`config.mk`:
```
export PLATFORM = sky130hd
export DESIGN_NAME = pll_phase_stepper
export DESIGN_NICKNAME = d
export VERILOG_FILES = /design/src/rtl/pll_phase_stepper.sv
export SDC_FILE = /design/constraint.sdc
export NUM_CORES = 1
export LEC_CHECK = 0
export ABC_AREA = 1
export BUFFER_PORTS_ARGS = -buffer_cell sky130_fd_sc_hd__buf_2
export CORE_ASPECT_RATIO = 0.7
export CORE_MARGIN = 2
export CORE_UTILIZATION = 60
export CTS_BUF_LIST = sky130_fd_sc_hd__clkbuf_8
export DETAILED_ROUTE_END_ITERATION = 10
export HOLD_SLACK_MARGIN = 0.03
export PLACE_DENSITY_LB_ADDON = 0.2
export REMOVE_ABC_BUFFERS = 1
export SYNTH_ARGS = -nofsm -noshare
export SYNTH_HDL_FRONTEND = slang
export SYNTH_SLANG_ARGS = --single-unit
```
`constraint.sdc`:
```
create_clock -name clk -period 5.4 [get_ports clk]
set_input_delay 1.08 -clock clk [delete_from_list [all_inputs] [get_ports clk]]
set_output_delay 1.08 -clock clk [all_outputs]
set_load 0.005 [all_outputs]
```
`src/rtl/pll_phase_stepper.sv`:
```
// Dynamic phase stepper for a PLL with PSSEL/PSDIR/PSPULSE phase-shift control.
// Each accepted request names a channel and an absolute target phase. The
// block takes the shortest path around the phase circle, emits one pulse per
// step, and then waits for the PLL to report lock again. The phase it believes
// each channel holds is shown on cur_phase.
module pll_phase_stepper #(
  parameter int unsigned NCH       = 4,
  parameter int unsigned STEP_W    = 7,
  parameter int unsigned PERIOD    = 64,
  parameter int unsigned PULSE_CYC = 4,
  parameter int unsigned GAP_CYC   = 4,
  parameter int unsigned LOCK_TO   = 4096
) (
  input  logic                    clk,
  input  logic                    resetn,
  input  logic                    req_valid,
  output logic                    req_ready,
  input  logic [2:0]              req_ch,
  input  logic [STEP_W-1:0]       req_phase,
  input  logic                    pll_lock,
  output logic [2:0]              pssel,
  output logic                    psdir,
  output logic                    pspulse,
  output logic                    busy,
  output logic                    done,
  output logic                    err,
  output logic [NCH*STEP_W-1:0]   cur_phase
);

  localparam int unsigned CYC_MAX0 = (PULSE_CYC > GAP_CYC) ? PULSE_CYC : GAP_CYC;
  localparam int unsigned CYC_MAX  = (CYC_MAX0 > 2) ? CYC_MAX0 : 2;
  localparam int unsigned CYC_W    = $clog2(CYC_MAX + 1);
  localparam int unsigned WAIT_W   = (LOCK_TO > 1) ? $clog2(LOCK_TO + 1) : 1;

  // One extra bit so the modular difference never overflows.
  localparam logic [STEP_W:0]   PERIOD_X = (STEP_W + 1)'(PERIOD);
  localparam logic [STEP_W:0]   HALF_X   = PERIOD_X >> 1;
  localparam logic [STEP_W-1:0] LAST_PH  = STEP_W'(PERIOD - 1);

  typedef enum logic [2:0] {
    StIdle,
    StSetup,
    StPulseHi,
    StPulseLo,
    StWaitLock
  } state_e;

  state_e              state_q, state_d;
  logic [2:0]          ch_q;
  logic                dir_q;
  logic [STEP_W:0]     steps_q;
  logic [CYC_W-1:0]    cyc_q;
  logic [WAIT_W-1:0]   wait_q;
  logic                done_q, err_q;
  logic [STEP_W-1:0]   cur_q [NCH];

  logic                accept, req_bad, req_go;
  logic [STEP_W-1:0]   cur_sel, cur_act, cur_next;
  logic [STEP_W:0]     diff_raw, delta, req_steps;
  logic                req_dir;
  logic                setup_end, pulse_end, gap_end, lock_timeout;
  logic                done_d, err_d;

  // Request decode: legality, modular distance and shortest direction.
  always_comb begin
    cur_sel = '0;
    for (int unsigned i = 0; i < NCH; i++) begin
      if (req_ch == 3'(i)) cur_sel = cur_q[i];
    end
    accept    = req_valid && (state_q == StIdle);
    req_bad   = (32'(req_ch) >= NCH) || (32'(req_phase) >= PERIOD);
    diff_raw  = {1'b0, req_phase} + PERIOD_X - {1'b0, cur_sel};
    delta     = (diff_raw >= PERIOD_X) ? diff_raw - PERIOD_X : diff_raw;
    // A tie at half a period goes the increment way.
    req_dir   = (delta > HALF_X);
    req_steps = req_dir ? (PERIOD_X - delta) : delta;
    req_go    = accept && !req_bad && (delta != '0);
  end

  // Phase of the channel being stepped and its value after one more step.
  always_comb begin
    cur_act = '0;
    for (int unsigned i = 0; i < NCH; i++) begin
      if (ch_q == 3'(i)) cur_act = cur_q[i];
    end
    if (dir_q) cur_next = (cur_act == '0) ? LAST_PH : cur_act - STEP_W'(1);
    else       cur_next = (cur_act == LAST_PH) ? '0 : cur_act + STEP_W'(1);
  end

  // Phase-end conditions shared by the FSM and the datapath.
  always_comb begin
    setup_end    = (state_q == StSetup) && (cyc_q == CYC_W'(1));
    pulse_end    = (state_q == StPulseHi) && (cyc_q == CYC_W'(PULSE_CYC - 1));
    gap_end      = (state_q == StPulseLo) && (cyc_q == CYC_W'(GAP_CYC - 1));
    lock_timeout = (state_q == StWaitLock) && !pll_lock &&
                   (wait_q == WAIT_W'(LOCK_TO - 1));
    done_d       = (accept && !req_bad && (delta == '0)) ||
                   ((state_q == StWaitLock) && pll_lock);
    err_d        = (accept && req_bad) || lock_timeout;
  end

  // State register.
  always_ff @(posedge clk) begin
    if (!resetn) state_q <= StIdle;
    else         state_q <= state_d;
  end

  // Next-state logic.
  always_comb begin
    state_d = state_q;
    unique case (state_q)
      StIdle:     if (req_go) state_d = StSetup;
      StSetup:    if (setup_end) state_d = StPulseHi;
      StPulseHi:  if (pulse_end) state_d = StPulseLo;
      StPulseLo:  if (gap_end) state_d = (steps_q == '0) ? StWaitLock : StPulseHi;
      StWaitLock: if (pll_lock || lock_timeout) state_d = StIdle;
      default:    state_d = StIdle;
    endcase
  end

  // Outputs decoded from the state and the latched request.
  always_comb begin
    req_ready = (state_q == StIdle);
    busy      = (state_q != StIdle);
    pspulse   = (state_q == StPulseHi);
    pssel     = ch_q;
    psdir     = dir_q;
    done      = done_q;
    err       = err_q;
  end

  // Datapath: latched request, cycle counters, strobes and per-channel phase.
  always_ff @(posedge clk) begin
    if (!resetn) begin
      ch_q    <= '0;
      dir_q   <= 1'b0;
      steps_q <= '0;
      cyc_q   <= '0;
      wait_q  <= '0;
      done_q  <= 1'b0;
      err_q   <= 1'b0;
      for (int unsigned i = 0; i < NCH; i++) cur_q[i] <= '0;
    end else begin
      done_q <= done_d;
      err_q  <= err_d;
      if (state_d != state_q)    cyc_q <= '0;
      else if (state_q != StIdle) cyc_q <= cyc_q + CYC_W'(1);
      wait_q <= (state_q == StWaitLock) ? wait_q + WAIT_W'(1) : '0;
      if (req_go) begin
        ch_q    <= req_ch;
        dir_q   <= req_dir;
        steps_q <= req_steps;
      end
      // The phase moves as pspulse falls.
      if (pulse_end) begin
        steps_q <= steps_q - (STEP_W + 1)'(1);
        for (int unsigned i = 0; i < NCH; i++) begin
          if (ch_q == 3'(i)) cur_q[i] <= cur_next;
        end
      end
    end
  end

  // Flatten the per-channel phases, channel 0 in the LSBs.
  always_comb begin
    cur_phase = '0;
    for (int unsigned i = 0; i < NCH; i++) cur_phase[i*STEP_W +: STEP_W] = cur_q[i];
  end

endmodule

```
Word-level counts from Yosys, hierarchy flattened
Memories as Yosys holds them, arrays and structs flattened. Index checks and enable logic that the tools add are counted. W data, S select, Z words.

Output and inout bits: 37. Memory bits (writable): 28. Register bits after elaboration: 33. Memories: 1.

Memories: cur_q (words 4, bits a word 7, read ports 4, clocked after Yosys merged registers in 0, wr ports 4, RTL line 55) `logic [STEP_W-1:0] cur_q [NCH];`.

Eq/ne operators: 15. Multiplexer cells: 43. Reductions and logical operators: 28. $lt $le $gt $ge: 4. Bitwise operators: 5. Add/sub/neg operators: 9.

Operator list (count): $mux W7 (15); $mux W8 (4); $eq A3 B2 Y1 const B (7); $mux W3 (6); $mux W1 (17); $logic_not A8 Y1 (2); $pmux W3 S5 (1); $add A13 B1 Y13 const B (1); $eq A13 B12 Y1 const B (1); $eq A3 B1 Y1 const B (4); $logic_and A1 B1 Y1 (11); $logic_not A3 Y1 (3); $add A7 B7 Y8 const B (1); $ge A8 B7 Y1 const B (1); $gt A8 B6 Y1 const B (1); $reduce_bool A8 Y1 (1); $sub A7 B8 Y8 const A (1); $sub A8 B1 Y8 const B (1); $sub A8 B7 Y8 (1); $sub A8 B7 Y8 const B (1); $add A7 B1 Y7 const B (1); $eq A7 B6 Y1 const B (1); $ge A7 B7 Y1 const B (1); $logic_not A7 Y1 (1); other kinds (13) (20).

Logic depth before layout (Yosys ltp)
Gate-level depths: netlist of the first run.

Depth after elaboration: 14. Gate-level depth with buffers: 25.

Worst setup path after synthesis of the first run
Ideal clock, no wire load.

Path type: input to register. Start point: input req_ch[2]. End point: register steps_q[2]. Library setup time: 0.116 ns. Required time: 5.284 ns. Data arrival time: 4.182 ns. Stages: 22. Path buffers: 1. Slack: 1.101 ns. Cells stage by stage: nor3_1 > nand2_1 > o21ai_0 > a221oi_1 > ha_1 > ha_1 > fa_1 > nand2_1 > nand2_1 > nand3_1 > nand2_1 > nand2_1 > nand2_2 > ha_1 > or2_1 > nand2_4 > nor2_4 > nand2_4 > nand2_8 > buf_12 > a21oi_2 > a21oi_2.

Word-level cells in the longest chain between the ends: 12. Elaborated cells between the ends (all ways): 24.

Ends and longest elaborated chain: start: declaration (RTL line 18) `input logic [2:0] req_ch,`; $logic_not A3 Y1 (RTL line 68) `if (req_ch == 3'(i)) cur_sel = cur_q[i];`; $mux W7 (4 in series) (RTL line 68); $sub A8 B7 Y8 (RTL line 72) `diff_raw = {1'b0, req_phase} + PERIOD_X - {1'b0, cur_sel};`; $sub A8 B7 Y8 or $ge A8 B7 Y1 (tied branches) (RTL line 73) `delta = (diff_raw >= PERIOD_X) ? diff_raw - PERIOD_X : diff_raw;`; $mux W8 (RTL line 73); $sub A7 B8 Y8 or $gt A8 B6 Y1 (tied branches) (RTL line 76, 75); $mux W8 (RTL line 76) `req_steps = req_dir ? (PERIOD_X - delta) : delta;`; $mux W8 (RTL line 149) `if (req_go) begin`; $mux W8 (RTL line 155) `if (pulse_end) begin`; end signal: assignment (RTL line 152) `steps_q <= req_steps;`; end signal: assignment (RTL line 156) `steps_q <= steps_q - (STEP_W + 1)'(1);`; end: declaration (RTL line 51) `logic [STEP_W:0] steps_q;`.

Parallel ways exist; a longest one is shown, timed or not. The select of a mux whose other input is x is not followed. A chain may end at the register's enable or synchronous reset.

Worst setup path in the final report of the first run
Start point: input req_ch[1]. End point: register steps_q[6].

Same word-level chain as after synthesis.

==> flow_metrics.py, run 1 <==
metrics = {
    "hold_path": {
        "hold_depth": 1,
        "hold_class": "flop to flop",
    },
    "sta": {
        "maxSlewViolCount": 0,
        "final.setup.tns_ps": 0,
        "hold_viol": 0,
        "finClkSkew_ps": 10.2,
        "min_period_ps": 4570,
        "period_share": 0.846,
        "fmax_ghz": 0.219,
        "finalSetupViolations": 0,
        "slew-limit-headroom": 0.414,
        "worst_pin_slew_ps": 877,
        "rsz0062_at_grt": "false",
    },
    "global_route": {
        "track_usage": 0.294,
        "grt_start_max_net_pins": 25,
        "grt_pass1_vias": 3646,
        "grt_pass1_wl_microns": 17400,
        "antenna_found_initial": 0,
        "met2_usage": 0.497,
        "grt.busiest_layer": "met2",
        "met3_usage": 0.0843,
        "overflow": 0,
        "use_met1": 0.369,
    },
    "clock_tree": {
        "post_cts_resized": 0,
        "clockBufferDepth": 2,
        "cts_hold_buf": 0,
        "insertion_delay_ps": 350,
        "cts.sink_count": 61,
        "ctsRootBufferMaster": "clkbuf_8",
        "numCtsBuffers": 9,
        "path_clk_slew_ps": 70,
        "cts_tree": "yes",
        "cts_max_level": 3,
        "post-cts-setup-buffers": 0,
    },
    "synth": {
        "avgSynthCellArea_sq_um": 7.34,
        "yosys_warnings": 0,
        "postSynthCellCount": 569,
        "syn-cell-area_sq_um": 4180,
        "async_flop_share": 0,
        "synth-edff-count": 28,
        "yosys.cell_types.count": 43,
        "seq_area_frac_synth": 0.359,
        "ys_ff_latch": 61,
        "synth_flop_cell": "dfxtp_1",
    },
    "layout": {
        "drive_above_1_share": 0.184,
        "n_antenna_cell": 0,
        "syn2layout_area_growth_pct": 12.0,
        "final_nets": 662,
        "fin_util": 0.693,
    },
    "floorplanning": {
        "design.core.area_sq_um": 6760,
        "rows": 25,
        "dieArea_sq_um": 7660,
        "die_y_microns": 73.8,
        "start_util": 0.618,
        "io_pins": 51,
        "die_w_microns": 104,
    },
    "setup_path": {
        "cp_common_cell": "nand2_1",
        "path_cells": "buf_2, nor3_1, a22oi_1, o21ai_0, a21oi_1, ha_1, ha_1, nand2_1, nor2_1, nand2_1, nand3_1, nand2_1, nand2_1, inv_1, ha_1, or2_1, nand2_4, nor2_4, nand2_4, nand2_8, nand2_4, clkinv_4, nor2_1, nor2_1",
        "path_class": "input pin to flop",
        "max_stage_delay_ps": 550,
        "reg2reg_depth": 22,
        "start_kind": "input pin",
        "end_kind": "flop",
        "crit_path_max_fanout": 18,
        "critical_path_arrival_ps": 4810,
        "critical-path-slowest-cell": "nor3_1",
        "cp_data_required_time_ps": 5640,
    },
    "place": {
        "numPortBuffers": 50,
        "place_hpwl_microns": 8410,
        "place.gp.congestion": 1.01,
    },
    "route": {
        "dr.pass1.iters": 7,
        "vias_per_cell": 5.56,
        "drt_wl_total_microns": 11000,
        "vias": 4025,
        "wl_per_cell_microns": 15.3,
        "drtAntennaViolNets": 0,
        "drcViolationCount": 0,
        "drt_iter0_drc": 284,
    },
    "pwr": {
        "power_leakage_nw": 2.04,
        "ir_worst_vdd_uv": 152,
        "power.density_nw_per_um2": 269,
    },
    "outcome": {
        "outcome": "finished, final reports clean",
    },
    "job": {
        "maxCapViolCount": 0,
    },
}
-- stage by stage --
step / setup slack (ps) / cells / hold slack [ps] / cell area [sq um] / power, mW
floorplan: 1070 / 562 / 418 / 4130 / 0.809
global placement: 698 / 708 / 432 / 4520 / 0.886
detailed placement: 521 / 708 / 471 / 4520 / 0.902
CTS: 890 / 724 / 483 / 4680 / 1.25
global route: 473 / 724 / 498 / 4680 / 1.32
finish: 830 / 724 / 476 / 4680 / 1.26
-- kinds of logic (layout without fill, tap and decap cells) --
group           count (synthesis)  count (layout)  share of synthesized area
compound gates                 94              94                      0.133
fa+ha+maj                      23              23                     0.0707
xor+xnor                       11              11                     0.0231
simple gates                  294             294                      0.331
flops                          61              61                      0.359
buf+inv                        86             147                     0.0830
-- flip-flops by register name, indices dropped and copies added (netlist names) --
name / flops
state_q: 3
err: 1
wait_q: 13
cur_q: 28
psdir: 1
done: 1
cyc_q: 3
pssel: 3
steps_q: 8
-- path summary, 6_finish.rpt --
check / from / to / slack, ps
max: req_ch[1] / steps_q[6] / 830
max reg2reg: cur_q[1][5] / steps_q[6] / 1690
min: wait_q[0] / wait_q[0] / 480
min reg2reg: wait_q[0] / wait_q[0] / 480
-- worst max-delay path: cells and delay by family --
kind	cells	cell delay, ps
compound gates	3	460
fa+ha+maj	3	970
simple gates	15	2000
buf+inv	3	300
-- placed cells by master (no fill, tap or decap), types with 6 or more instances in the layout --
cell / count
nand2_1: 136
inv_1: 75
nor2_1: 63
buf_2: 50
nand3_1: 47
a21oi_1: 38
o21ai_0: 35
dfxtp_1: 33
edfxtp_1: 28
ha_1: 22
a21oi_2: 10
clkbuf_8: 9
nand2_2: 6
xnor2_1: 6
-- layer usage --
metal / part of all wire / up-vias
li1: - / 1986
met5: 0 / -
met1: 0.44 / 1856
met4: 0.018 / 0
met3: 0.089 / 20
met2: 0.46 / 163
-- area by class of cell --
type                            instances  area [sq um]
Clock buffer                            9           124
Clock inverter                          7          40.0
Fill cell                             618          2080
Inverter                               79           302
Multi-Input combinational cell        422          2330
Sequential cell                        61          1500
Tap cell                               94           118
Timing Repair Buffer                   52           265
-- cells in the mapped netlist, types with 3 or more instances --
| master | number | area share |
|---|---|---|
| inv_1 | 74 | 0.066 |
| nand3_2 | 3 | 0.0072 |
| a221oi_1 | 3 | 0.0063 |
| ha_1 | 22 | 0.066 |
| nor2_2 | 5 | 0.0075 |
| or2_2 | 4 | 0.0060 |
| nor2_4 | 3 | 0.0081 |
| nand2_1 | 136 | 0.12 |
| nand2_2 | 6 | 0.0090 |
| nand3_1 | 47 | 0.056 |
| nor2_1 | 63 | 0.057 |
| xor2_1 | 5 | 0.010 |
| a21oi_1 | 38 | 0.046 |
| nor3_1 | 5 | 0.0060 |
| dfxtp_1 | 33 | 0.16 |
| inv_2 | 4 | 0.0036 |
| edfxtp_1 | 28 | 0.20 |
| nand4_1 | 5 | 0.0075 |
| o21ai_0 | 35 | 0.042 |
| xnor2_1 | 6 | 0.013 |
| clkbuf_1 | 4 | 0.0036 |
| a21oi_2 | 10 | 0.021 |
| nand2_4 | 4 | 0.011 |
-- power by group --
group | internal, mW | total [mW] | leakage (nW) | switching (mW)
Combinational | 0.129 | 0.386 | 1.39 | 0.257
Clock | 0.164 | 0.357 | 0.0952 | 0.193
Sequential | 0.497 | 0.514 | 0.557 | 0.0170
Total | 0.790 | 1.26 | 2.04 | 0.467
No activity file was read; power rests on OpenSTA's default activity.
==> run 2: changes to the inputs <==
--- a/config.mk
+++ b/config.mk
@@ -5,7 +5,7 @@
 export SDC_FILE = /design/constraint.sdc
 export NUM_CORES = 1
 export LEC_CHECK = 0
-export ABC_AREA = 1
+export ABC_AREA = 0
 export BUFFER_PORTS_ARGS = -buffer_cell sky130_fd_sc_hd__buf_2
 export CORE_ASPECT_RATIO = 0.7
 export CORE_MARGIN = 2
==> constraint.sdc (replaced) <==
create_clock -name clk -period 4.3 [get_ports clk]
set_input_delay 0.86 -clock clk [delete_from_list [all_inputs] [get_ports clk]]
set_output_delay 0.86 -clock clk [all_outputs]
set_load 0.005 [all_outputs]
==> flow_metrics.py, run 2 <==
metrics = {
    "setup_path": {
        "critPathBufInv": 3,
        "critical-path-slowest-cell": "mux4_2",
        "path_class": "input pin to flop",
        "path_cells": "buf_8, mux4_2, nand2b_4, ha_4, ha_4, fa_2, a211o_1, a2111o_1, o311a_4, ha_4, nor2b_4, a22o_4, a31oi_4, buf_12, buf_12, or3_4, a211oi_2",
        "crit_path_max_fanout": 5,
        "cp_common_cell": "ha_4",
        "start_kind": "input pin",
        "end_kind": "flop",
        "cp_data_required_time_ps": 4570,
        "cp_top_family": "compound AO/OA/AOI/OAI gates",
        "critical_path_arrival_ps": 4660,
        "max_stage_delay_ps": 540,
    },
    "route": {
        "wl_per_cell_microns": 19.0,
        "vias_per_cell": 6.34,
        "drt_wl_total_microns": 12100,
        "vias": 4024,
        "drcViolationCount": 0,
        "dr.pass1.iters": 6,
        "drtAntennaViolNets": 0,
        "drt_iter0_drc": 528,
    },
    "synth": {
        "async_flop_share": 0,
        "synth.area.top_cells": "edfxtp_1 20%, dfxtp_1 16%, ha_1 6.6%",
        "seq_area_frac_synth": 0.361,
        "yosys.cell_types.count": 75,
        "yosys_warnings": 0,
        "yosysMostFrequentCell": "nor2_1",
        "synth_top_area_frac": 0.202,
        "yosys.area.top_type": "edfxtp_1",
        "synth_common_cells": "53 x nor2_1, 33 x dfxtp_1, 33 x nand2_1, 28 x edfxtp_1, 22 x ha_1",
        "synth-edff-count": 28,
        "ys_ff_latch": 61,
        "avgSynthCellArea_sq_um": 9.45,
        "syn-cell-area_sq_um": 4160,
        "postSynthCellCount": 440,
        "synth_flop_cell": "dfxtp_1",
    },
    "pwr": {
        "ir_worst_vdd_uv": 238,
        "fin_total_pwr_mw": 1.83,
        "power.density_nw_per_um2": 349,
        "power_leakage_nw": 2.07,
    },
    "layout": {
        "syn2layout_area_growth_pct": 26.2,
        "top_regs": "cur_q: 28 flops, wait_q: 13 flops, steps_q: 8 flops",
        "n_antenna_cell": 0,
        "final_nets": 573,
        "largest_reg_flops": 28,
        "layout_commonest_cell": "nor2_1",
        "largest-register": "cur_q",
        "mostFrequentLayoutCells": "53 x nor2_1, 51 x buf_4, 49 x buf_2, 33 x nand2_1, 33 x dfxtp_1",
        "drive_above_1_share": 0.312,
    },
    "global_route": {
        "antenna_found_initial": 0,
        "track_usage": 0.322,
        "grt_start_max_net_pins": 20,
        "grt_pass1_vias": 3700,
        "grt_pass1_wl_microns": 18900,
        "overflow": 0,
    },
    "floorplanning": {
        "io_pins": 51,
        "dieArea_sq_um": 7620,
        "start_util": 0.618,
        "die_y_microns": 73.7,
        "design.core.area_sq_um": 6730,
        "rows": 25,
        "die_w_microns": 104,
    },
    "place": {
        "place.gp.congestion": 0.951,
        "pre_cts_ws_ps": -747,
        "numPortBuffers": 50,
        "place_hpwl_microns": 8510,
    },
    "sta": {
        "maxSlewViolCount": 0,
        "layout_setup_ws_ps": -90.0,
        "fmax_ghz": 0.228,
        "finClkSkew_ps": 7.30,
        "slew-limit-headroom": 0.380,
        "hold_viol": 0,
        "finalSetupViolations": 10,
        "period_share": 1.02,
        "rsz0062_at_grt": "true",
        "min_period_ps": 4390,
        "worst_pin_slew_ps": 918,
    },
    "clock_tree": {
        "cts.sink_count": 61,
        "clockBufferDepth": 2,
        "path_clk_slew_ps": 70,
        "cts_tree": "yes",
        "insertion_delay_ps": 350,
        "cts_max_level": 3,
        "numCtsBuffers": 9,
        "ctsRootBufferMaster": "clkbuf_8",
    },
    "outcome": {
        "violations": "setup timing",
        "outcome": "complete, but fails checks",
    },
    "hold_path": {
        "hold_class": "flop to flop",
    },
    "job": {
        "maxCapViolCount": 0,
    },
}
run 2: path summary, 6_finish.rpt:
| path | startpoint | end | slack [ps] | depth (start not counted) |
|---|---|---|---|---|
| setup / recovery | req_ch[0] | cyc_q[2] | -90 | 17 |
| hold / removal | wait_q[0] | wait_q[0] | 460 | 1 |
| setup reg to reg | cur_q[3][1] | cyc_q[2] | 110 | 16 |
| hold reg to reg | wait_q[0] | wait_q[0] | 460 | 1 |
run 2: kinds of logic (layout without fill, tap and decap cells):
kind of cell    count (synthesis)  in the layout  synth area share
simple gates                  176            176             0.216
compound gates                 97             97             0.185
flops                          61             61             0.361
buf+inv                        45            146            0.0517
fa+ha+maj                      23             23            0.0710
xor+xnor                       21             21            0.0442
mux                            17             17            0.0710
run 2: per-stage QoR:
stage / setup TNS (ps) / instance area, sq um / util / hold WS [ps] / std cells
3_5_place_dp: -9600 / 4770 / 0.710 / 441 / 610
4_1_cts: -1180 / 5180 / 0.770 / 453 / 632
2_1_floorplan: -7410 / 4030 / - / 418 / 418
6_report: -568 / 5250 / 0.781 / 456 / 635
3_3_place_gp: -8060 / 4770 / 0.710 / 428 / 610
5_1_grt: -1560 / 5250 / 0.781 / 494 / 635
run 2: cell type report:
class,instances,area [sq um]
Multi-Input combinational cell,334,2580
Sequential cell,61,1500
Fill cell,452,1480
Timing Repair Buffer,107,761
Clock buffer,9,124
Tap cell,94,118
Inverter,23,88.8
Clock inverter,7,73.8
run 2: worst reg2reg max path, delay by kind of cell (launching register included):
family / cells / cell delay, ps
and+or+nand+nor: 3 / 620
AOI/OAI and AO/OA: 6 / 1250
DFF: 1 / 410
buffers and inverters: 2 / 300
adders and majority gates: 4 / 990
muxes: 1 / 530
run 2: per-layer routing:
| metal | track usage | wire, microns | vias to the layer above |
|---|---|---|---|
| met1 | 0.442 | 5160 | 1903 |
| met2 | 0.500 | 5310 | 261 |
| met5 | 0 | 0 | - |
| met3 | 0.102 | 1400 | 38 |
| met4 | 0.0871 | 209 | 0 |
| li1 | - | - | 1822 |
run 2: power by group:
| group | internal, mW | switching [mW] |
|---|---|---|
| registers | 0.625 | 0.0218 |
| clock network | 0.270 | 0.245 |
| logic | 0.336 | 0.336 |
run 2: what timing repair did:
action | 4_1_cts | 5_1_grt
endpoints found under the setup margin | 17 | 17
setup buffers | 4 | 3
gates resized for setup | 21 | 10
pin swaps | 16 | 8
gates cloned | 2 | 0
hold buffers | 0 | 0
hold endpoints to repair | 0 | 0
